## src/rtl/ysyx_23060208_axi_arbiter_pkg.sv

```systemverilog
// rtl/ysyx_23060208_axi_arbiter_pkg.sv - shared encodings for the IFU/EXU AXI arbiter
// Purpose: FSM state encodings, read-path owner encodings, AXI field widths and resp codes.
// Ports: none (package).
package ysyx_23060208_axi_arbiter_pkg;

    localparam int AXI_LEN_W   = 8;
    localparam int AXI_SIZE_W  = 3;
    localparam int AXI_BURST_W = 2;

    typedef enum logic [2:0] {
        AXI_ARB_IDLE   = 3'd0,
        AXI_ARB_R_ADDR = 3'd1,
        AXI_ARB_R_DATA = 3'd2,
        AXI_ARB_W_ADDR = 3'd3,
        AXI_ARB_W_DATA = 3'd4,
        AXI_ARB_W_RESP = 3'd5
    } arb_state_t;

    typedef enum logic {
        ARB_OWN_IFU = 1'b0,
        ARB_OWN_EXU = 1'b1
    } arb_owner_t;

    localparam logic [1:0] AXI_RESP_OKAY   = 2'b00;
    localparam logic [1:0] AXI_RESP_DECERR = 2'b11;

endpackage

```

## src/rtl/ysyx_23060208_axi_ar_reg.sv

```systemverilog
// rtl/ysyx_23060208_axi_ar_reg.sv - latched address-channel holding register
// Purpose: captures an accepted AR/AW beat and presents it to the slave until the
//          slave handshakes, so a master that pulses valid for one cycle is still served.
// Ports:
//   clock, reset        clock, asynchronous active-low reset
//   load                capture next_* and raise valid
//   next_addr..burst    payload to capture
//   valid / ready       slave-side handshake
//   addr..burst         held payload (stable while valid && !ready)
module ysyx_23060208_axi_ar_reg
    import ysyx_23060208_axi_arbiter_pkg::*;
#(
    parameter int ADDR_WIDTH = 32,
    parameter int ID_WIDTH   = 4
) (
    input  logic                   clock,
    input  logic                   reset,
    input  logic                   load,
    input  logic [ADDR_WIDTH-1:0]  next_addr,
    input  logic [ID_WIDTH-1:0]    next_id,
    input  logic [AXI_LEN_W-1:0]   next_len,
    input  logic [AXI_SIZE_W-1:0]  next_size,
    input  logic [AXI_BURST_W-1:0] next_burst,
    output logic                   valid,
    input  logic                   ready,
    output logic [ADDR_WIDTH-1:0]  addr,
    output logic [ID_WIDTH-1:0]    id,
    output logic [AXI_LEN_W-1:0]   len,
    output logic [AXI_SIZE_W-1:0]  size,
    output logic [AXI_BURST_W-1:0] burst
);

    always_ff @(posedge clock or negedge reset) begin
        if (!reset) begin
            valid <= 1'b0;
            addr  <= '0;
            id    <= '0;
            len   <= '0;
            size  <= '0;
            burst <= '0;
        end else if (load) begin
            valid <= 1'b1;
            addr  <= next_addr;
            id    <= next_id;
            len   <= next_len;
            size  <= next_size;
            burst <= next_burst;
        end else if (valid && ready) begin
            // Payload is left as-is after the handshake; only valid drops.
            valid <= 1'b0;
        end
    end

endmodule

```

## src/rtl/ysyx_23060208_axi_arbiter.sv

```systemverilog
// rtl/ysyx_23060208_axi_arbiter.sv - 2:1 AXI4 arbiter, IFU (read) and EXU (read+write)
// Purpose: shares one AXI slave port between IFU and EXU, one whole transaction at a
//          time, round-robin between masters, EXU write ahead of EXU read.
// Ports:
//   clock, reset              clock, asynchronous active-low reset
//   ifu_ar*/ifu_r*            IFU read address / read data channels
//   exu_ar*/exu_r*            EXU read address / read data channels
//   exu_aw*/exu_w*/exu_b*     EXU write address / data / response channels
//   s_ar*,s_r*,s_aw*,s_w*,s_b* slave-side mirror of the above
module ysyx_23060208_axi_arbiter
    import ysyx_23060208_axi_arbiter_pkg::*;
#(
    parameter int DATA_WIDTH = 32,
    parameter int ID_WIDTH   = 4
) (
    input  logic                      clock,
    input  logic                      reset,

    input  logic                      ifu_arvalid,
    output logic                      ifu_arready,
    input  logic [DATA_WIDTH-1:0]     ifu_araddr,
    input  logic [ID_WIDTH-1:0]       ifu_arid,
    input  logic [AXI_LEN_W-1:0]      ifu_arlen,
    input  logic [AXI_SIZE_W-1:0]     ifu_arsize,
    input  logic [AXI_BURST_W-1:0]    ifu_arburst,
    output logic                      ifu_rvalid,
    input  logic                      ifu_rready,
    output logic [2*DATA_WIDTH-1:0]   ifu_rdata,
    output logic [1:0]                ifu_rresp,
    output logic                      ifu_rlast,
    output logic [ID_WIDTH-1:0]       ifu_rid,

    input  logic                      exu_arvalid,
    output logic                      exu_arready,
    input  logic [DATA_WIDTH-1:0]     exu_araddr,
    input  logic [ID_WIDTH-1:0]       exu_arid,
    input  logic [AXI_LEN_W-1:0]      exu_arlen,
    input  logic [AXI_SIZE_W-1:0]     exu_arsize,
    input  logic [AXI_BURST_W-1:0]    exu_arburst,
    output logic                      exu_rvalid,
    input  logic                      exu_rready,
    output logic [2*DATA_WIDTH-1:0]   exu_rdata,
    output logic [1:0]                exu_rresp,
    output logic                      exu_rlast,
    output logic [ID_WIDTH-1:0]       exu_rid,

    input  logic                      exu_awvalid,
    output logic                      exu_awready,
    input  logic [DATA_WIDTH-1:0]     exu_awaddr,
    input  logic [ID_WIDTH-1:0]       exu_awid,
    input  logic [AXI_LEN_W-1:0]      exu_awlen,
    input  logic [AXI_SIZE_W-1:0]     exu_awsize,
    input  logic [AXI_BURST_W-1:0]    exu_awburst,
    input  logic                      exu_wvalid,
    output logic                      exu_wready,
    input  logic [2*DATA_WIDTH-1:0]   exu_wdata,
    input  logic [DATA_WIDTH/4-1:0]   exu_wstrb,
    input  logic                      exu_wlast,
    output logic                      exu_bvalid,
    input  logic                      exu_bready,
    output logic [1:0]                exu_bresp,
    output logic [ID_WIDTH-1:0]       exu_bid,

    output logic                      s_arvalid,
    input  logic                      s_arready,
    output logic [DATA_WIDTH-1:0]     s_araddr,
    output logic [ID_WIDTH-1:0]       s_arid,
    output logic [AXI_LEN_W-1:0]      s_arlen,
    output logic [AXI_SIZE_W-1:0]     s_arsize,
    output logic [AXI_BURST_W-1:0]    s_arburst,
    input  logic                      s_rvalid,
    output logic                      s_rready,
    input  logic [2*DATA_WIDTH-1:0]   s_rdata,
    input  logic [1:0]                s_rresp,
    input  logic                      s_rlast,
    input  logic [ID_WIDTH-1:0]       s_rid,

    output logic                      s_awvalid,
    input  logic                      s_awready,
    output logic [DATA_WIDTH-1:0]     s_awaddr,
    output logic [ID_WIDTH-1:0]       s_awid,
    output logic [AXI_LEN_W-1:0]      s_awlen,
    output logic [AXI_SIZE_W-1:0]     s_awsize,
    output logic [AXI_BURST_W-1:0]    s_awburst,
    output logic                      s_wvalid,
    input  logic                      s_wready,
    output logic [2*DATA_WIDTH-1:0]   s_wdata,
    output logic [DATA_WIDTH/4-1:0]   s_wstrb,
    output logic                      s_wlast,
    input  logic                      s_bvalid,
    output logic                      s_bready,
    input  logic [1:0]                s_bresp,
    input  logic [ID_WIDTH-1:0]       s_bid
);

    arb_state_t state;
    arb_owner_t owner;
    arb_owner_t last_gnt;

    logic idle;
    logic exu_req;
    logic pick_ifu;
    logic pick_exu_w;
    logic pick_exu_r;
    logic r_data_ifu;
    logic r_data_exu;

    // Gating with reset keeps every ready low while reset is held, even with
    // a master already presenting a request.
    assign idle    = (state == AXI_ARB_IDLE) && reset;
    assign exu_req = exu_awvalid || exu_arvalid;

    // Round-robin: on a tie the master that did not win last time goes first.
    assign pick_ifu   = idle && ifu_arvalid && (!exu_req || last_gnt == ARB_OWN_EXU);
    assign pick_exu_w = idle && exu_awvalid && !pick_ifu;
    assign pick_exu_r = idle && exu_arvalid && !exu_awvalid && !pick_ifu;

    assign ifu_arready = pick_ifu;
    assign exu_arready = pick_exu_r;
    assign exu_awready = pick_exu_w;

    ysyx_23060208_axi_ar_reg #(
        .ADDR_WIDTH (DATA_WIDTH),
        .ID_WIDTH   (ID_WIDTH)
    ) u_ar_reg (
        .clock      (clock),
        .reset      (reset),
        .load       (pick_ifu || pick_exu_r),
        .next_addr  (pick_ifu ? ifu_araddr  : exu_araddr),
        .next_id    (pick_ifu ? ifu_arid    : exu_arid),
        .next_len   (pick_ifu ? ifu_arlen   : exu_arlen),
        .next_size  (pick_ifu ? ifu_arsize  : exu_arsize),
        .next_burst (pick_ifu ? ifu_arburst : exu_arburst),
        .valid      (s_arvalid),
        .ready      (s_arready),
        .addr       (s_araddr),
        .id         (s_arid),
        .len        (s_arlen),
        .size       (s_arsize),
        .burst      (s_arburst)
    );

    ysyx_23060208_axi_ar_reg #(
        .ADDR_WIDTH (DATA_WIDTH),
        .ID_WIDTH   (ID_WIDTH)
    ) u_aw_reg (
        .clock      (clock),
        .reset      (reset),
        .load       (pick_exu_w),
        .next_addr  (exu_awaddr),
        .next_id    (exu_awid),
        .next_len   (exu_awlen),
        .next_size  (exu_awsize),
        .next_burst (exu_awburst),
        .valid      (s_awvalid),
        .ready      (s_awready),
        .addr       (s_awaddr),
        .id         (s_awid),
        .len        (s_awlen),
        .size       (s_awsize),
        .burst      (s_awburst)
    );

    always_ff @(posedge clock or negedge reset) begin
        if (!reset) begin
            state    <= AXI_ARB_IDLE;
            owner    <= ARB_OWN_IFU;
            last_gnt <= ARB_OWN_EXU;
        end else begin
            case (state)
                AXI_ARB_IDLE: begin
                    if (pick_ifu) begin
                        state    <= AXI_ARB_R_ADDR;
                        owner    <= ARB_OWN_IFU;
                        last_gnt <= ARB_OWN_IFU;
                    end else if (pick_exu_w) begin
                        state    <= AXI_ARB_W_ADDR;
                        last_gnt <= ARB_OWN_EXU;
                    end else if (pick_exu_r) begin
                        state    <= AXI_ARB_R_ADDR;
                        owner    <= ARB_OWN_EXU;
                        last_gnt <= ARB_OWN_EXU;
                    end
                end
                AXI_ARB_R_ADDR: begin
                    if (s_arvalid && s_arready) state <= AXI_ARB_R_DATA;
                end
                AXI_ARB_R_DATA: begin
                    if (s_rvalid && s_rready && s_rlast) state <= AXI_ARB_IDLE;
                end
                AXI_ARB_W_ADDR: begin
                    if (s_awvalid && s_awready) state <= AXI_ARB_W_DATA;
                end
                AXI_ARB_W_DATA: begin
                    if (s_wvalid && s_wready && s_wlast) state <= AXI_ARB_W_RESP;
                end
                AXI_ARB_W_RESP: begin
                    if (s_bvalid && s_bready) state <= AXI_ARB_IDLE;
                end
                default: state <= AXI_ARB_IDLE;
            endcase
        end
    end

    // Read data path: only the owner sees valid; payload is a straight wire.
    assign r_data_ifu = (state == AXI_ARB_R_DATA) && (owner == ARB_OWN_IFU);
    assign r_data_exu = (state == AXI_ARB_R_DATA) && (owner == ARB_OWN_EXU);

    assign ifu_rvalid = r_data_ifu && s_rvalid;
    assign ifu_rdata  = s_rdata;
    assign ifu_rresp  = ifu_rvalid ? s_rresp : AXI_RESP_OKAY;
    assign ifu_rlast  = s_rlast;
    assign ifu_rid    = s_rid;

    assign exu_rvalid = r_data_exu && s_rvalid;
    assign exu_rdata  = s_rdata;
    assign exu_rresp  = exu_rvalid ? s_rresp : AXI_RESP_OKAY;
    assign exu_rlast  = s_rlast;
    assign exu_rid    = s_rid;

    assign s_rready = (r_data_ifu && ifu_rready) || (r_data_exu && exu_rready);

    // Write data and response paths belong to the EXU alone.
    assign s_wvalid   = (state == AXI_ARB_W_DATA) && exu_wvalid;
    assign s_wdata    = exu_wdata;
    assign s_wstrb    = exu_wstrb;
    assign s_wlast    = exu_wlast;
    assign exu_wready = (state == AXI_ARB_W_DATA) && s_wready;

    assign exu_bvalid = (state == AXI_ARB_W_RESP) && s_bvalid;
    assign exu_bresp  = exu_bvalid ? s_bresp : AXI_RESP_OKAY;
    assign exu_bid    = s_bid;
    assign s_bready   = (state == AXI_ARB_W_RESP) && exu_bready;

endmodule

```

## config.mk

```make
export PLATFORM = sky130hd
export DESIGN_NAME = ysyx_23060208_axi_arbiter
export DESIGN_NICKNAME = d
export VERILOG_FILES = /design/src/rtl/ysyx_23060208_axi_arbiter_pkg.sv /design/src/rtl/ysyx_23060208_axi_ar_reg.sv /design/src/rtl/ysyx_23060208_axi_arbiter.sv
export SDC_FILE = /design/constraint.sdc
export NUM_CORES = 1
export LEC_CHECK = 0
export CAP_MARGIN = 30
export CELL_PAD_IN_SITES_DETAIL_PLACEMENT = 0
export CELL_PAD_IN_SITES_GLOBAL_PLACEMENT = 1
export CORE_AREA = 4 4 247 249
export DETAILED_ROUTE_END_ITERATION = 12
export DIE_AREA = 0 0 251 253
export PLACE_DENSITY_LB_ADDON = 0.1
export SLEW_MARGIN = 20
export SYNTH_ARGS = -nofsm -noshare
export SYNTH_HDL_FRONTEND = slang
export SYNTH_HIERARCHICAL = 1
export SYNTH_SLANG_ARGS = --single-unit
```

## constraint.sdc

```tcl
create_clock -name clock -period 2.5 [get_ports clock]
set_clock_uncertainty 0.1 [all_clocks]
set_input_delay 0.375 -clock clock [delete_from_list [all_inputs] [get_ports clock]]
set_output_delay 0.375 -clock clock [all_outputs]
set_load 0.01 [all_outputs]
```

==> results.py <==
metrics = {
    "critical_path": {
        "path_max_fanout": 5,
        "slowest_stage": "clkdlybuf4s50_1",
        "ff2ff_setup_slack_ns": 0.28,
        "worstReg2RegEnd": "u_ar_reg/addr[9]",
        "cp_data_arrival_time_ns": 1.95,
        "critPathRequiredTime_ns": 2.03,
        "reg2regPathDepth": 6,
        "r2r_start": "state[0]",
        "critPathLaunchType": "flop",
        "max_stage_delay_ns": 0.55,
        "crit_chain": "buf_4, nor2_1, and3_1, clkdlybuf4s50_1",
        "crit_family": "buffers and inverters",
        "crit_path_end_kind": "output pin",
        "path_buf_inv": 2,
        "worstSetupPathType": "flop to output pin",
    },
    "drt": {
        "routed-wl-met3_um": 3170,
        "ant_nets": 0,
        "top_layer": "met5",
        "wl_met2_um": 11000,
        "drc": 0,
        "drtIter0Drc": 132,
        "firstDrtPassIters": 4,
        "routed_wl_um": 24400,
        "wl_per_cell_um": 17.5,
        "vias_per_cell": 2.90,
        "drt-met1-wl_um": 9570,
        "vias": 4055,
    },
    "global_routing": {
        "grt_usage_pct": 7.44,
        "grt_pass1_vias": 4722,
        "grt_max_degree": 107,
        "grt_pass1_wl_um": 34600,
        "antenna_found_initial": 5,
        "overflow": 0,
    },
    "yosys": {
        "syn_inst": 541,
        "netlist_area_um2": 7130,
        "synth_edf_count": 0,
        "async_reset_ff_share_pct": 100,
        "synthTopCellsByArea": "dfrtp_1, mux2_4, buf_4",
        "synth.most_common_cell": "buf_4",
        "synth.distinct_cells": 30,
        "ys_seq_area_share_pct": 36.9,
        "synth_top_cell_by_area": "dfrtp_1",
        "syn_nets": 852,
        "yosys_warnings": 6,
        "synth_top_area_share_pct": 36.5,
        "synth.avg_cell_area_um2": 13.2,
        "synth_ff_type": "dfrtp_1",
        "ys_seq_elements": 105,
        "synth_commonest_cells": "buf_4, mux2_4, dfrtp_1, buf_12, nand2_1",
    },
    "floorplan": {
        "die_height_um": 253,
        "die_w_um": 251,
        "rows": 89,
        "io_pins": 642,
        "core-area_um2": 58700,
        "fp.dieArea_um2": 63500,
        "start_util_pct": 12.2,
    },
    "placed_design": {
        "gp_congestion": 0.692,
        "dp_hpwl_um": 18800,
        "io_buffers": 285,
        "post-place-ws_ns": 0.0434,
        "placed_area_um2": 9180,
    },
    "pwr": {
        "p_comb_share_pct": 52.0,
        "power.switching_mw": 3.12,
        "pwr-share-seq_pct": 32.4,
        "p_leak_nw": 3.97,
        "p_int_mw": 6.55,
        "swShare_pct": 32.3,
        "p_total_mw": 9.67,
        "powerDensity_nw_per_um2": 1020,
        "ir_drop_v": 0.000348,
        "clock_power_share_pct": 15.6,
    },
    "clock_network": {
        "numCtsBuffers": 9,
        "cts.sinks": 105,
        "cts_tree": "done",
        "htreeDepth": 3,
        "clk_pin_slew_worst_paths_ns": 0.09,
        "clockBufferDepth": 2,
        "cts_root_buf": "clkbuf_16",
        "worstSkewPairLatency_ns": 0.39,
        "cts_hold_buf": 0,
    },
    "sta": {
        "worst_slack_ns": 0.0759,
        "rsz0062_at_grt": "true",
        "setup_tns_ns": 0,
        "finalCritPeriodShare_pct": 97.0,
        "slew_viol_final": 0,
        "period_needed_ns": 2.42,
        "hold_violations": 0,
        "fmax_mhz": 413,
        "finalSetupViolCount": 0,
        "tightest_slew_ns": 0.688,
        "slew_headroom_pct": 54.1,
    },
    "final_layout": {
        "drive_gt1_share_pct": 30.7,
        "syn_to_final_growth_pct": 32.9,
        "nets": 928,
        "design_area_um2": 9480,
    },
    "job": {
        "maxCapViolCount": 0,
    },
    "hold_path": {
        "hold_path.class": "input pin to asynchronous set/reset pin",
    },
    "run_status": {
        "status": "completed",
    },
}
[per-stage QoR]
stage	cells	hold slack, ns	util, %
floorplan	541	-0.0206	-
global placement	1378	0.394	15.6
detailed placement	1378	0.394	15.6
CTS	1395	0.0761	16.1
global route	1395	0.0677	16.1
finish	1397	0.0302	16.1
[cells by family (layout without fill, tap and decap cells)]
kind of cell    after synthesis  count (layout)  synth area share, %
compound gates               13              13                 1.23
buf+inv                     239             320                 27.7
flops                       105             105                 36.9
mux                         149             149                 31.2
other cells                   0               2                    0
simple gates                 35              35                 3.07
[layer usage]
layer  up-vias  GRT usage (%)
li1       1749              -
met1      1921           8.28
met2       326           11.3
met3        53           4.97
met4         6           2.92
met5         -              0
[worst max path at each step]
stage	start	endpoint	slack [ns]	cells past startpoint
detailed placement	exu_arvalid	u_ar_reg/id[3]	0.04	7
global placement	exu_arvalid	ifu_arready	0.0008	6
floorplan	state[1]	u_ar_reg/addr[0]	0.28	9
CTS	state[2]	ifu_arready	0.005	5
finish	state[0]	s_wvalid	0.08	4
global route	state[0]	exu_wready	-0.04	4
[cells in the final DEF (no fill, tap or decap), types with 5 or more instances in the layout]
| master | Yosys | final |
|---|---|---|
| buf_4 | 215 | 9 |
| and2_1 | 6 | 6 |
| and3_1 | 6 | 6 |
| dlygate4sd2_1 | 0 | 7 |
| buf_12 | 15 | 6 |
| mux2_4 | 146 | 146 |
| nand2_1 | 7 | 6 |
| clkdlybuf4s50_1 | 0 | 275 |
| clkbuf_16 | 0 | 9 |
| dfrtp_1 | 104 | 101 |
| inv_1 | 5 | 5 |
[sequential cells by signal, summed over array words and instances (netlist names), 2 cells and up]
register	cells
u_ar_reg/id	4
u_ar_reg/addr	32
u_aw_reg/burst	2
u_aw_reg/size	3
state	3
u_aw_reg/len	8
u_ar_reg/size	3
u_aw_reg/id	4
u_ar_reg/burst	2
u_ar_reg/len	8
u_aw_reg/addr	32
[power by group through the flow]
stage               registers [mW]  clock network, mW  logic (mW)
finish                        3.14               1.51        5.03
global route                  3.27               1.73        5.35
CTS                           3.17               1.68        5.15
detailed placement            3.18                  0        5.12
global placement              3.17                  0        5.16
floorplan                     3.45                  0        2.61
[area by class of cell]
type                            count  area, µm²
Fill cell                        6440      49200
Timing Repair Buffer              299       3020
Sequential cell                   105       2630
Multi-Input combinational cell    197       2550
Tap cell                          773        967
Clock buffer                        9        225
Clock inverter                      7       61.3
Inverter                            5       18.8
Antenna cell                        2       5.00
[repair_timing]
item | 4_1_cts | 5_1_grt
setup endpoints to repair | 10 | 5
buffers inserted | 1 | 0
pin swaps | 2 | 1
gates resized for setup | 13 | 3
Power figures use the tool's default switching activity.
